### config.mk
export PLATFORM = sky130hd
export DESIGN_NAME = semaforo_ctrl
export DESIGN_NICKNAME = d
export VERILOG_FILES = /design/src/rtl/semaforo_ctrl.sv
export SDC_FILE = /design/constraint.sdc
export NUM_CORES = 1
export LEC_CHECK = 0
export ABC_AREA = 1
export BUFFER_PORTS_ARGS = -buffer_cell sky130_fd_sc_hd__buf_2
export CORE_AREA = 2 2 39 41
export DETAILED_ROUTE_END_ITERATION = 12
export DIE_AREA = 0 0 41 43
export GPL_TIMING_DRIVEN = 0
export PLACE_DENSITY = 0.91
export RECOVER_POWER = 50
export REMOVE_ABC_BUFFERS = 1
export SETUP_SLACK_MARGIN = 0.05
export SLEW_MARGIN = 30
export SYNTH_ARGS = -nofsm -noshare
export SYNTH_HDL_FRONTEND = slang
export SYNTH_SLANG_ARGS = --single-unit
### constraint.sdc
create_clock -name clk -period 4.5 [get_ports clk]
set_input_delay 0.225 -clock clk [delete_from_list [all_inputs] [get_ports clk]]
set_output_delay 0.225 -clock clk [all_outputs]
set_load 0.05 [all_outputs]
### src/rtl/semaforo_ctrl.sv
// semaforo_ctrl: two-road intersection controller.
// Timed green/yellow/all-red sequencing with sensor-driven right-of-way.
// Optional night blink mode: define SEMAFORO_NOITE_EN to add the `noite`
// port and the NOITE state (both yellows blink with half-period BLINK_T).
module semaforo_ctrl #(
    parameter int GREEN_MIN = 20,
    parameter int GREEN_MAX = 60,
    parameter int YELLOW_T  = 5,
    parameter int ALLRED_T  = 2,
    parameter int BLINK_T   = 10
) (
    input  logic clk,
    input  logic reset_n,
    input  logic sa,
    input  logic sb,
`ifdef SEMAFORO_NOITE_EN
    input  logic noite,
`endif
    output logic VMA,
    output logic AMA,
    output logic VDA,
    output logic VMB,
    output logic AMB,
    output logic VDB
);

    // Counter must hold the longest phase length; BLINK_T is included so the
    // night counter fits as well.
    localparam int MAX_GY = (GREEN_MAX > YELLOW_T) ? GREEN_MAX : YELLOW_T;
    localparam int MAX_AB = (ALLRED_T > BLINK_T) ? ALLRED_T : BLINK_T;
    localparam int MAX_GM = (GREEN_MIN > MAX_GY) ? GREEN_MIN : MAX_GY;
    localparam int MAXP   = (MAX_GM > MAX_AB) ? MAX_GM : MAX_AB;
    localparam int CW     = $clog2(MAXP) + 1;

    // "cnt + 1 >= N" is evaluated as "cnt >= N - 1" to stay within CW bits.
    localparam logic [CW-1:0] GMIN_M1  = CW'(GREEN_MIN - 1);
    localparam logic [CW-1:0] GMAX_M1  = CW'(GREEN_MAX - 1);
    localparam logic [CW-1:0] YEL_M1   = CW'(YELLOW_T - 1);
    localparam logic [CW-1:0] AR_M1    = CW'(ALLRED_T - 1);
`ifdef SEMAFORO_NOITE_EN
    localparam logic [CW-1:0] BLINK_M1 = CW'(BLINK_T - 1);
`endif

    typedef enum logic [2:0] {
        GA    = 3'd0,
        YA    = 3'd1,
        RRA   = 3'd2,
        GB    = 3'd3,
        YB    = 3'd4,
        RRB   = 3'd5
`ifdef SEMAFORO_NOITE_EN
        ,
        NOITE = 3'd6
`endif
    } state_t;

    state_t          state;
    state_t          next_state;
    logic [CW-1:0]   cnt;
    logic            is_green;
    logic            a_done;
    logic            b_done;
`ifdef SEMAFORO_NOITE_EN
    logic            blink;
`endif

    assign is_green = (state == GA) || (state == GB);

    // Green may end once the minimum is served and the other road waits;
    // a still-occupied own road keeps it until GREEN_MAX.
    assign a_done = sb && (cnt >= GMIN_M1) && (!sa || (cnt >= GMAX_M1));
    assign b_done = sa && (cnt >= GMIN_M1) && (!sb || (cnt >= GMAX_M1));

    // State register: reset lands directly in GA.
    always_ff @(posedge clk or negedge reset_n) begin
        if (!reset_n) begin
            state <= GA;
        end else begin
            state <= next_state;
        end
    end

    // Next-state logic: fixed ring GA->YA->RRA->GB->YB->RRB->GA.
    always_comb begin
        next_state = state;
        unique case (state)
            GA:  if (a_done)         next_state = YA;
            YA:  if (cnt >= YEL_M1)  next_state = RRA;
            RRA: if (cnt >= AR_M1)   next_state = GB;
            GB:  if (b_done)         next_state = YB;
            YB:  if (cnt >= YEL_M1)  next_state = RRB;
            RRB: if (cnt >= AR_M1)   next_state = GA;
`ifdef SEMAFORO_NOITE_EN
            NOITE: if (!noite)       next_state = RRB;
`endif
            default:                 next_state = GA;
        endcase
`ifdef SEMAFORO_NOITE_EN
        // Night request overrides every phase.
        if (noite) begin
            next_state = NOITE;
        end
`endif
    end

    // Phase counter: clears on any state change, saturates in green so an
    // uncontested green can hold forever without wrapping.
    always_ff @(posedge clk or negedge reset_n) begin
        if (!reset_n) begin
            cnt <= '0;
        end else if (next_state != state) begin
            cnt <= '0;
        end else if (is_green && (cnt >= GMAX_M1)) begin
            cnt <= GMAX_M1;
`ifdef SEMAFORO_NOITE_EN
        end else if ((state == NOITE) && (cnt >= BLINK_M1)) begin
            cnt <= '0;
`endif
        end else begin
            cnt <= cnt + 1'b1;
        end
    end

`ifdef SEMAFORO_NOITE_EN
    // Blink phase: forced to 1 on NOITE entry, toggles every BLINK_T cycles.
    always_ff @(posedge clk or negedge reset_n) begin
        if (!reset_n) begin
            blink <= 1'b0;
        end else if ((next_state == NOITE) && (state != NOITE)) begin
            blink <= 1'b1;
        end else if ((state == NOITE) && (cnt >= BLINK_M1)) begin
            blink <= ~blink;
        end
    end
`endif

    // Lamp decode from the registered state only (Moore outputs).
    always_comb begin
        VMA = 1'b0;
        AMA = 1'b0;
        VDA = 1'b0;
        VMB = 1'b0;
        AMB = 1'b0;
        VDB = 1'b0;
        unique case (state)
            GA:  begin VDA = 1'b1; VMB = 1'b1; end
            YA:  begin AMA = 1'b1; VMB = 1'b1; end
            RRA: begin VMA = 1'b1; VMB = 1'b1; end
            GB:  begin VMA = 1'b1; VDB = 1'b1; end
            YB:  begin VMA = 1'b1; AMB = 1'b1; end
            RRB: begin VMA = 1'b1; VMB = 1'b1; end
`ifdef SEMAFORO_NOITE_EN
            NOITE: begin AMA = blink; AMB = blink; end
`endif
            default: begin VDA = 1'b1; VMB = 1'b1; end
        endcase
    end

endmodule

==> out/results.ini <==
[status]
status = completed

[clock_tree]
cts_buffer_depth = 2
cts-root-buf = clkbuf_4
htree_levels = 1
cts_buffers = 3
clk_latency_ns = 0.25
cts_tree = done
clk_pin_slew_ns = 0.06
cts_setup_buffers = 0
cts_sinks = 10

[global_route]
track_usage = 0.219
grt_first_pass_wirelength_um = 2530
antenna_found_initial = 0
grt_overflow = 0
grt_max_degree = 11
grt_pass1_vias = 669

[floorplanning]
rows = 14
die_area_um2 = 1760
die_w_um = 41
die_h_um = 43
start_util = 0.551
pin_count = 10
fp.coreArea_um2 = 1380

[detailed_routing]
dr.pass1.iters = 4
drc = 0
first_iter_violations = 15
wl_um = 1450
dr_total_vias = 680
wl_per_cell_um = 10.5
final_antenna_net_count = 0
vias_per_cell = 4.93

[setup_path]
endpoint_kind = flip-flop
critPathLaunchType = flip-flop
critPathRequiredTime_ns = 4.64
rrSetupSlack_ns = 2.71
crit_fanout = 6
arrival_ns = 1.94
crit_type = reg -> reg

[sta]
relSlewSlack = 0.600
finalSetupViolCount = 0
finalCritPeriodShare = 0.399
rsz0062_at_grt = no
max_freq_ghz = 0.557
finalSetupTns_ns = 0
hold_violations = 0
drv_slew = 0
tightestPinTransition_ns = 0.602
layout_min_cycle_time_ns = 1.79
clock_skew_ns = 0.000458

[power_and_ir_drop]
ir_drop_mv = 0.559
powerDensity_nw_per_um2 = 705
p_leak_nw = 0.474
p_clk_frac = 0.123
seqPwrFrac = 0.228
combPwrFrac = 0.649
power.internal_w = 0.000271
p_sw_w = 0.000341
p_sw_frac = 0.558

[layout]
final_area_um2 = 868
syn2layout_area_growth_pct = 14.0
fillers = 116
nets = 130
antennaDiodeCount = 0
multiInputGateArea_um2 = 438
seqCellArea_um2 = 250
drive_gt1_frac = 0.287

[synth]
synth_top_area_frac = 0.328
synth_area_leader_cell = dfrtp_1
ys_types = 17
syn_area_um2 = 762
avgSynthCellArea_um2 = 7.06
yosysWarnings = 0
netlist_instances = 108
yosysSeqAreaShare = 0.328
synth_area_leaders = dfrtp_1 (33%), nor2_1 (9.9%), nand3_1 (7.9%), nand2_1 (7.4%), inv_1 (6.9%)
synth.ff_latch_count = 10

[placed_design]
place_congestion = 0.869
dpl_cell_area_um2 = 827
port_buffers = 9
hpwlAfterDp_um = 1230

[worst_hold_path]
hp-class = in -> reg

[run]
maxCapViolCount = 0

[cell usage after synthesis]
library cell   n
nor2_1        20
nand2_1       15
inv_1         14
nand3_1       12
dfrtp_1       10
nor2_2         8
nand2_2        7
inv_2          5
ha_1           3
nand3_2        3
xor2_1         3
nor2_4         2
nor3_1         2
a22o_1         1
conb_1         1
o211ai_1       1
o221ai_1       1
[through the flow]
step | total power, W | hold slack [ns] | utilization | cells | worst slack (ns)
6_report | 0.000612 | 0.356 | 0.627 | 138 | 2.71
5_1_grt | 0.000669 | 0.345 | 0.627 | 138 | 2.49
4_1_cts | 0.000619 | 0.337 | 0.631 | 138 | 2.70
3_5_place_dp | 0.000541 | 0.0845 | 0.598 | 133 | 2.71
3_3_place_gp | 0.000523 | 0.0815 | 0.598 | 133 | 2.83
2_1_floorplan | 0.000459 | -0.0706 | - | 108 | 2.65
[sequential cells by signal, summed over array words and instances, names as in the netlist]
signal  count
cnt         7
state       3
[area by class of cell]
type,instances,share of cell area
multi-input combinational,79,0.504
inverter,19,0.0821
clock buffer,4,0.0418
timing repair buffer,10,0.0605
tap,16,0.0231
sequential,10,0.288
[repair_timing]
item | 4_1_cts | 5_1_grt
gates resized for setup | 0 | 0
hold buffers | 1 | 0
endpoints found under the hold margin | 10 | 0
[cells in the final DEF (no fill, tap or decap), types with 2 or more instances in the layout]
cell,netlist,routed
nor3_1,2,2
ha_1,3,3
inv_1,14,14
nor2_1,20,21
nand2_2,7,7
buf_2,0,7
nor2_2,8,7
clkbuf_4,0,3
nand3_1,12,12
nand2_1,15,15
clkbuf_1,0,2
nand3_2,3,3
dfrtp_1,10,10
nor2_4,2,2
xor2_1,3,3
inv_2,5,5
[critical path, stage by stage (launching register included)]
cell,delay [ns]
dfrtp_1,0.40
inv_1,0.08
ha_1,0.17
nor3_1,0.26
nand2_1,0.09
nand2_1,0.09
inv_1,0.04
nor2_1,0.14
nand3_2,0.10
nand2_1,0.07
nand2_1,0.06
nand2_2,0.11
nor2_1,0.06
[worst paths after layout]
kind	start	endpoint	cells past startpoint
min in group asynchronous	reset_n	state[1]	2
max reg2reg	cnt[1]	cnt[5]	12
min	sa	state[2]	3
max in group asynchronous	reset_n	cnt[1]	2
min reg2reg	cnt[2]	cnt[2]	3
max	cnt[1]	cnt[5]	12
[metal layers]
metal	wire length (um)	global-route usage	vias up
met3	66	0.0366	2
met2	787	0.353	22
met1	582	0.252	296
li1	-	-	360
met4	14	0.140	0
met5	0	0	-
[logic make-up (layout without fill, tap and decap cells)]
group / Yosys count / in the layout / share of synthesized area
flops: 10 / 10 / 0.328
other cells: 1 / 1 / 0.00492
buf+inv: 19 / 33 / 0.0936
fa+ha+maj: 3 / 3 / 0.0493
simple gates: 69 / 69 / 0.456
compound gates: 3 / 3 / 0.0328
xor+xnor: 3 / 3 / 0.0345
[power groups by stage]
stage / clock [W] / sequential (W) / combinational (W)
after floorplan: 0 / 0.000137 / 0.000323
after global placement: 0 / 0.000139 / 0.000384
after detailed placement: 0 / 0.000141 / 0.000400
after CTS: 0.0000783 / 0.000139 / 0.000401
after global routing: 0.0000840 / 0.000145 / 0.000440
final: 0.0000752 / 0.000140 / 0.000398
No activity file was read; power rests on OpenSTA's default activity.
